<file path="src/rtl/uart_pkg.sv">
// rtl/uart_pkg.sv - shared constants, state type and divider helper for the UART receiver
package uart_pkg;

   localparam int OVERSAMPLE = 16;

   typedef enum logic [2:0] {
      IDLE,
      START,
      DATA,
      PARITY,
      STOP
   } rx_state_t;

   // System clocks per oversample tick, truncated toward zero.
   function automatic int calc_div(input int sys_clk_freq, input int baud_rate);
      return sys_clk_freq / (baud_rate * OVERSAMPLE);
   endfunction

endpackage

</file>
<file path="src/rtl/uart_rx_tick_gen.sv">
// rtl/uart_rx_tick_gen.sv - free-running 16x baud oversample tick generator
module uart_rx_tick_gen
   import uart_pkg::*;
#(
   parameter int SYS_CLK_FREQ = 200_000_000,
   parameter int BAUD_RATE    = 19200
) (
   input  logic sys_clk,
   input  logic reset_n,
   output logic tick
);

   localparam int DIV = calc_div(SYS_CLK_FREQ, BAUD_RATE);
   localparam int CW  = (DIV > 1) ? $clog2(DIV) : 1;

   logic [CW-1:0] div_cnt;

   assign tick = (div_cnt == CW'(DIV - 1));

   // Count sys_clk cycles, wrapping to 0 on the cycle the tick fires.
   always_ff @(posedge sys_clk or negedge reset_n) begin
      if (!reset_n) begin
         div_cnt <= '0;
      end else if (tick) begin
         div_cnt <= '0;
      end else begin
         div_cnt <= div_cnt + CW'(1);
      end
   end

endmodule

</file>
<file path="src/rtl/uart_rx.sv">
// rtl/uart_rx.sv - UART receiver, 16x oversampled; parity compiled in by UART_RX_PARITY_EN
module uart_rx
   import uart_pkg::*;
#(
   parameter int SYS_CLK_FREQ = 200_000_000,
   parameter int BAUD_RATE    = 19200,
   parameter int DATA_BITS    = 8,
   parameter int PARITY_ODD   = 0
) (
   input  logic                 sys_clk,
   input  logic                 reset_n,
   input  logic                 rx_in,
   output logic [DATA_BITS-1:0] rx_data,
   output logic                 rx_valid,
   output logic                 frame_err,
   output logic                 parity_err,
   output logic                 rx_busy
);

`ifdef UART_RX_PARITY_EN
   localparam rx_state_t AFTER_DATA = PARITY;
`else
   localparam rx_state_t AFTER_DATA = STOP;
`endif
   localparam logic [2:0] LAST_BIT = 3'(DATA_BITS - 1);

   logic                 rx_meta, rx_s, rx_s_d;
   logic                 tick;
   logic [3:0]           tick_cnt;
   logic [2:0]           bit_cnt;
   logic [DATA_BITS-1:0] shift_reg;
   rx_state_t            state, state_next;
   logic                 clr_tick, clr_bit, do_shift, do_par, stop_ok, stop_bad;

   uart_rx_tick_gen #(
      .SYS_CLK_FREQ (SYS_CLK_FREQ),
      .BAUD_RATE    (BAUD_RATE)
   ) u_tick_gen (
      .sys_clk (sys_clk),
      .reset_n (reset_n),
      .tick    (tick)
   );

   assign rx_busy = (state != IDLE);

   // Two-flop synchronizer plus one delay flop for falling-edge detection; idle-high reset.
   always_ff @(posedge sys_clk or negedge reset_n) begin
      if (!reset_n) begin
         rx_meta <= 1'b1;
         rx_s    <= 1'b1;
         rx_s_d  <= 1'b1;
      end else begin
         rx_meta <= rx_in;
         rx_s    <= rx_meta;
         rx_s_d  <= rx_s;
      end
   end

   // State register.
   always_ff @(posedge sys_clk or negedge reset_n) begin
      if (!reset_n) begin
         state <= IDLE;
      end else begin
         state <= state_next;
      end
   end

   // Next-state and per-cycle datapath controls; samples land mid-bit on tick boundaries.
   always_comb begin
      state_next = state;
      clr_tick   = 1'b0;
      clr_bit    = 1'b0;
      do_shift   = 1'b0;
      do_par     = 1'b0;
      stop_ok    = 1'b0;
      stop_bad   = 1'b0;
      case (state)
         IDLE: begin
            if (rx_s_d && !rx_s) begin
               clr_tick   = 1'b1;
               state_next = START;
            end
         end
         START: begin
            if (tick && tick_cnt == 4'd7) begin
               if (rx_s) begin
                  state_next = IDLE;
               end else begin
                  clr_tick   = 1'b1;
                  clr_bit    = 1'b1;
                  state_next = DATA;
               end
            end
         end
         DATA: begin
            if (tick && tick_cnt == 4'd15) begin
               do_shift = 1'b1;
               if (bit_cnt == LAST_BIT) begin
                  state_next = AFTER_DATA;
               end
            end
         end
`ifdef UART_RX_PARITY_EN
         PARITY: begin
            if (tick && tick_cnt == 4'd15) begin
               do_par     = 1'b1;
               state_next = STOP;
            end
         end
`endif
         STOP: begin
            if (tick && tick_cnt == 4'd15) begin
               stop_ok    = rx_s;
               stop_bad   = !rx_s;
               state_next = IDLE;
            end
         end
         default: state_next = IDLE;
      endcase
   end

   // Oversample phase counter, bit counter and LSB-first shift register.
   always_ff @(posedge sys_clk or negedge reset_n) begin
      if (!reset_n) begin
         tick_cnt  <= 4'd0;
         bit_cnt   <= 3'd0;
         shift_reg <= '0;
      end else begin
         if (clr_tick) begin
            tick_cnt <= 4'd0;
         end else if (tick) begin
            tick_cnt <= tick_cnt + 4'd1;
         end
         if (clr_bit) begin
            bit_cnt <= 3'd0;
         end else if (do_shift) begin
            bit_cnt <= bit_cnt + 3'd1;
         end
         if (do_shift) begin
            shift_reg <= {rx_s, shift_reg[DATA_BITS-1:1]};
         end
      end
   end

   // Registered output strobes; rx_data only changes on a good stop bit.
   always_ff @(posedge sys_clk or negedge reset_n) begin
      if (!reset_n) begin
         rx_data   <= '0;
         rx_valid  <= 1'b0;
         frame_err <= 1'b0;
      end else begin
         rx_valid  <= stop_ok;
         frame_err <= stop_bad;
         if (stop_ok) begin
            rx_data <= shift_reg;
         end
      end
   end

`ifdef UART_RX_PARITY_EN
   logic par_bad;

   // Latch the parity check result and report it alongside rx_valid.
   always_ff @(posedge sys_clk or negedge reset_n) begin
      if (!reset_n) begin
         par_bad    <= 1'b0;
         parity_err <= 1'b0;
      end else begin
         if (do_par) begin
            par_bad <= (^shift_reg) ^ rx_s ^ (PARITY_ODD != 0);
         end
         parity_err <= stop_ok & par_bad;
      end
   end
`else
   logic unused_parity_cfg;
   assign unused_parity_cfg = (PARITY_ODD != 0) | do_par;
   assign parity_err        = 1'b0;
`endif

endmodule
</file>
<file path="config.mk">
export PLATFORM = sky130hd
export DESIGN_NAME = uart_rx
export DESIGN_NICKNAME = d
export VERILOG_FILES = /design/src/rtl/uart_pkg.sv /design/src/rtl/uart_rx_tick_gen.sv /design/src/rtl/uart_rx.sv
export SDC_FILE = /design/constraint.sdc
export NUM_CORES = 1
export LEC_CHECK = 0
export CAP_MARGIN = 20
export CORE_MARGIN = 3
export CORE_UTILIZATION = 60
export DETAILED_ROUTE_END_ITERATION = 12
export GPL_TIMING_DRIVEN = 0
export PLACE_DENSITY_LB_ADDON = 0.1
export SKIP_CTS_REPAIR_TIMING = 1
export SKIP_LAST_GASP = 1
export SLEW_MARGIN = 0
export SYNTH_ARGS = -nofsm -noshare
export SYNTH_HDL_FRONTEND = slang
export SYNTH_SLANG_ARGS = --single-unit
export TNS_END_PERCENT = 10
</file>
<file path="constraint.sdc">
create_clock -name sys_clk -period 2.7 [get_ports sys_clk]
set_clock_uncertainty 0.05 [all_clocks]
set_input_delay 0.81 -clock sys_clk [delete_from_list [all_inputs] [get_ports sys_clk]]
set_output_delay 0.81 -clock sys_clk [all_outputs]
set_load 0.05 [all_outputs]
</file>
# ---- Word-level counts from Yosys, hierarchy flattened
# Cells that the tools add are included.
dict set report totals {
  ff_bits 41
  in_bits 3
  out_inout_bits 12
  elab_cells 58
}
dict set report classes {
  add_sub_neg 3
  n_eq_ne 12
  n_mux 23
  reduce_logical 9
}
# operator count
set op_table {}
lappend op_table {{$mux 3} 7}
lappend op_table {{$pmux 3 s4} 1}
lappend op_table {{$add 10x1->10 const B} 1}
lappend op_table {{$eq 10x10->1 const B} 1}
lappend op_table {{$mux 1} 10}
lappend op_table {{$mux 10} 1}
lappend op_table {{$ne 2x2->1 const B} 5}
lappend op_table {{$mux 4} 2}
lappend op_table {{$eq 3x3->1 const B} 2}
lappend op_table {{$reduce_and 5->1} 1}
lappend op_table {{$add 4x1->4 const B} 1}
lappend op_table {{$eq 4x3->1 const B} 1}
lappend op_table {{$eq 4x4->1 const B} 1}
lappend op_table {{$reduce_bool 2->1} 2}
lappend op_table {{$add 3x1->3 const B} 1}
lappend op_table {{$eq 3x1->1 const B} 1}
lappend op_table {{$eq 3x2->1 const B} 1}
lappend op_table {{$logic_and 1x1->1} 3}
lappend op_table {{$logic_not 3->1} 1}
lappend op_table {{$reduce_bool 3->1} 1}
lappend op_table {{$mux 2} 1}
lappend op_table {{$pmux 1 s2} 1}
lappend op_table {{$logic_not 1->1} 1}

# ---- Logic depth before layout (Yosys ltp)
dict set report logic_depth {
  word_depth 6
  mapped_depth 7
  ltp_nobuf 6
}

# ---- Cells and area by module
# Synthesis repeated with hierarchy kept, for this count alone.
dict set report unflattened {
  cells_unflattened 140
  area_unflattened_um2 1808.0
}
# mod n_inst cells_each area_each_um2 seq_area_each_um2
set by_module_without_submodules {}
lappend by_module_without_submodules {uart_rx 1 94 1295.0 779.5}
lappend by_module_without_submodules {uart_rx_tick_gen 1 46 513.0 250.2}

# ---- Worst setup path after synthesis
# OpenSTA, ideal clock, no wires.
dict set report synth_path {
  kind {reg2out}
  start {register state[0]}
  end {output rx_busy}
  arrival_ns 1.109
  t_required_ns 1.840
  setup_slack_ns 0.731
  path_stages_with_launch 3
  n_path_buf 1
  path_cell_list {dfrtp_1 > clkbuf_1 > or3_1}
}
dict set report synth_via {
  elab_chain_cells 1
}
# item line_no
set synth_rtl {}
lappend synth_rtl {{start, declared} uart_rx.sv:32} ;# rx_state_t state, state_next;
lappend synth_rtl {{start signal, assigned} uart_rx.sv:64} ;# state <= state_next;
lappend synth_rtl {{$reduce_bool 3->1} uart_rx.sv:44} ;# assign rx_busy = (state != IDLE);
lappend synth_rtl {{end, declared} uart_rx.sv:17} ;# output logic rx_busy
# Every way passes these cells.

# ---- Final worst setup path
# Same ends and word-level chain as after synthesis.

==> reports/metrics.json <==
{
  "hold_path": {
    "min_path_type": "reg2reg"
  },
  "routing": {
    "post_drt_via_cell_ratio": 5.84,
    "detailedRoute.firstPassIterationCount": 4,
    "detailedRoute.firstIterationViolations": 66,
    "drt-wirelength-per-cell_um": 15.6,
    "finalWirelength_um": 3020,
    "route.vias.total": 1133,
    "remaining_drc_errors": 0,
    "antenna_left": 0
  },
  "yosys": {
    "synth_fp_nets": 150,
    "synth-compound-area-share": 0.0271,
    "synthSimpleGateAreaFrac": 0.167,
    "synth-edff-count": 0,
    "fraction_of_synthesis_flops_using_an_asynchronous_set_or_reset_pin": 1.00,
    "yosys_warnings": 0,
    "synth.mux.area_fraction": 0.117,
    "synth.area.top_cells": "dfrtp_1, mux2_2, dfstp_2",
    "post_synth_inst_count": 142,
    "synth_seq_cells": 41,
    "xor_xnor_cell_area_share_of_the_yosys_netlist": 0.0486,
    "synth_top_cell_by_area": "dfrtp_1",
    "syn-cell-area_um2": 1800,
    "main_synth_ff_type": "dfrtp_1",
    "synthesized_area_fraction_occupied_by_adder_cells": 0.0347,
    "post_synth_num_cell_types": 35,
    "postSynthAreaPerCell_um2": 12.7,
    "yosys.area.top_type_share": 0.527,
    "yosysSeqAreaShare": 0.571,
    "combinational_family_with_the_most_area_after_synthesis": "simple AND/OR/NAND/NOR gates"
  },
  "floorplanning": {
    "die_area_um2": 3700,
    "starting_density_of_the_core": 0.643,
    "std_cell_rows": 19,
    "die-height_um": 60.8,
    "fp.coreArea_um2": 2810,
    "floorplan.io_pins": 15,
    "fp.dieW_um": 60.8
  },
  "setup_path": {
    "cpMaxStageDelayCell": "dfrtp_1",
    "end_kind": "primary output",
    "path_cells": "clkbuf_1 -> or3_1 -> dlymetal6s2s_1",
    "worst_path_dominant_cell_family": "buffers and inverters",
    "worst-path-max-fanout": 10,
    "crit_buf_inv": 2,
    "arrival_ns": 1.65,
    "worstSetupPathType": "reg2out",
    "worst_ep_required_time_ns": 1.84,
    "startpoint_type": "flip-flop",
    "critPathMaxStageDelay_ns": 0.42
  },
  "clock_network": {
    "cts_root_buffer": "clkbuf_4",
    "clock_sink_count": 41,
    "max-clock-path-buffers": 2,
    "tritoncts": "yes",
    "cts_made_buffers": 5,
    "clock_transition_at_the_registers_of_the_reported_paths_ns": 0.12,
    "ctsHtreeMaxLevel": 2,
    "clk-insertion-delay-late_ns": 0.35
  },
  "place": {
    "buffer_ports.inserted": 13,
    "dpl_cell_area_um2": 1970,
    "detailedPlace.worstSlack_ns": 0.191,
    "hpwl_um": 2010,
    "routability_congestion_estimate_from_global_placement": 0.922
  },
  "finish": {
    "layout-drive-gt1-share": 0.233,
    "sequential_cell_area_um2": 1030,
    "largest_register_ffs": 10,
    "layout_net_count": 170,
    "final_cell_mix": "dfrtp_1, mux2_2, nor2_1, clkdlybuf4s50_1, inv_1",
    "fillCellCount": 198,
    "antenna_cells": 0,
    "layout.cells.most_common": "dfrtp_1",
    "final_design_area_no_fill_um2": 2060,
    "area.growth.synth_to_final_pct": 14.2,
    "multiInputGateArea_um2": 716
  },
  "sta": {
    "worst_slew_pin_slew_ns": 0.871,
    "grt_setup_unrepaired": "false",
    "final_critical_path_setup_slack_ns": 0.195,
    "report.final.hold_viol_count": 0,
    "timing.max_slew.rel_slack": 0.419,
    "finalCritPeriodShare": 0.928,
    "setup_violations": 0,
    "timing.fmax_mhz": 399,
    "fin_crit_ns": 2.51,
    "slew_viol_final": 0
  },
  "global_routing": {
    "grt.overflow.total": 0,
    "track_usage": 0.197,
    "grt_pass1_vias": 1132,
    "grt_start_max_net_pins": 42,
    "grt_pass1_wl_um": 5260,
    "antenna_found_initial": 0
  },
  "power_and_ir_drop": {
    "powerDensity_nw_per_um2": 515,
    "p_leak_uw": 0.000972,
    "vdd.ir_drop.worst_v": 0.000435
  },
  "status": {
    "outcome": "complete, no violations"
  },
  "job": {
    "drv.max_cap_violation_count": 0
  }
}
kinds of logic after synthesis:
group           Yosys count
compound gates            8
xor+xnor                 10
fa+ha+maj                 5
buf+inv                  12
flops                    41
mux                      19
other cells               1
simple gates             46
path summary, 6_finish.rpt:
| kind | slack, ns | depth (start not counted) | to | startpoint |
|---|---|---|---|---|
| worst max-delay path | 0.19 | 3 | rx_busy | state[0]$_DFFE_PN0P_ |
| worst min-delay path | 0.31 | 0 | rx_s$_DFF_PN1_ | rx_meta$_DFF_PN1_ |
| worst max register to register | 0.65 | 7 | shift_reg[0]$_DFFE_PN0P_ | u_tick_gen.div_cnt[0]$_DFF_PN0_ |
| worst min register to register | 0.31 | 0 | rx_s$_DFF_PN1_ | rx_meta$_DFF_PN1_ |
| max in group asynchronous | 1.54 | 1 | u_tick_gen.div_cnt[1]$_DFF_PN0_ | reset_n |
| min in group asynchronous | 0.51 | 1 | state[2]$_DFFE_PN0P_ | reset_n |
stage by stage:
step	utilization	total power (uW)	hold WS, ns	cells	TNS [ns]
2_1_floorplan	-	637	0.295	142	0
4_1_cts	0.733	1060	0.315	194	-0.205
5_1_grt	0.734	1100	0.324	194	0
6_report	0.734	1060	0.315	194	0
3_3_place_gp	0.703	652	0.296	186	-3.91
3_5_place_dp	0.701	652	0.297	186	0
power by group:
group,internal [uW],switching [uW]
clock network,220,200
registers,618,2.46
logic,3.43,15.5
metal layers:
layer / wire length (um) / track usage / vias up
li1: - / - / 540
met1: 1440 / 0.258 / 568
met2: 1450 / 0.307 / 19
met3: 85 / 0.0447 / 6
met4: 52 / 0.0991 / 0
met5: 0 / 0 / -
Yosys cell counts (all sizes together) (2+ instances only):
cell type and number:
and3 5, ha 5, nand3 4, xor2 4, o22ai 3, mux2i 2, nand2b 2, xnor2 6
mux2 17, nand4 8, a21oi 3, nor4 3, nand3b 2, dfrtp 38, buf 3, nor2 12
and4b 2, or3 3, dfstp 3, inv 8
layout make-up:
| type | count | area share |
|---|---|---|
| tap | 31 | 0.0188 |
| timing repair buffer | 13 | 0.0620 |
| sequential | 41 | 0.500 |
| clock inverter | 2 | 0.0182 |
| inverter | 8 | 0.0146 |
| multi-input combinational | 89 | 0.348 |
| buffer | 4 | 0.0134 |
| clock buffer | 6 | 0.0249 |
Note: power is estimated with default switching activity, not from simulation.
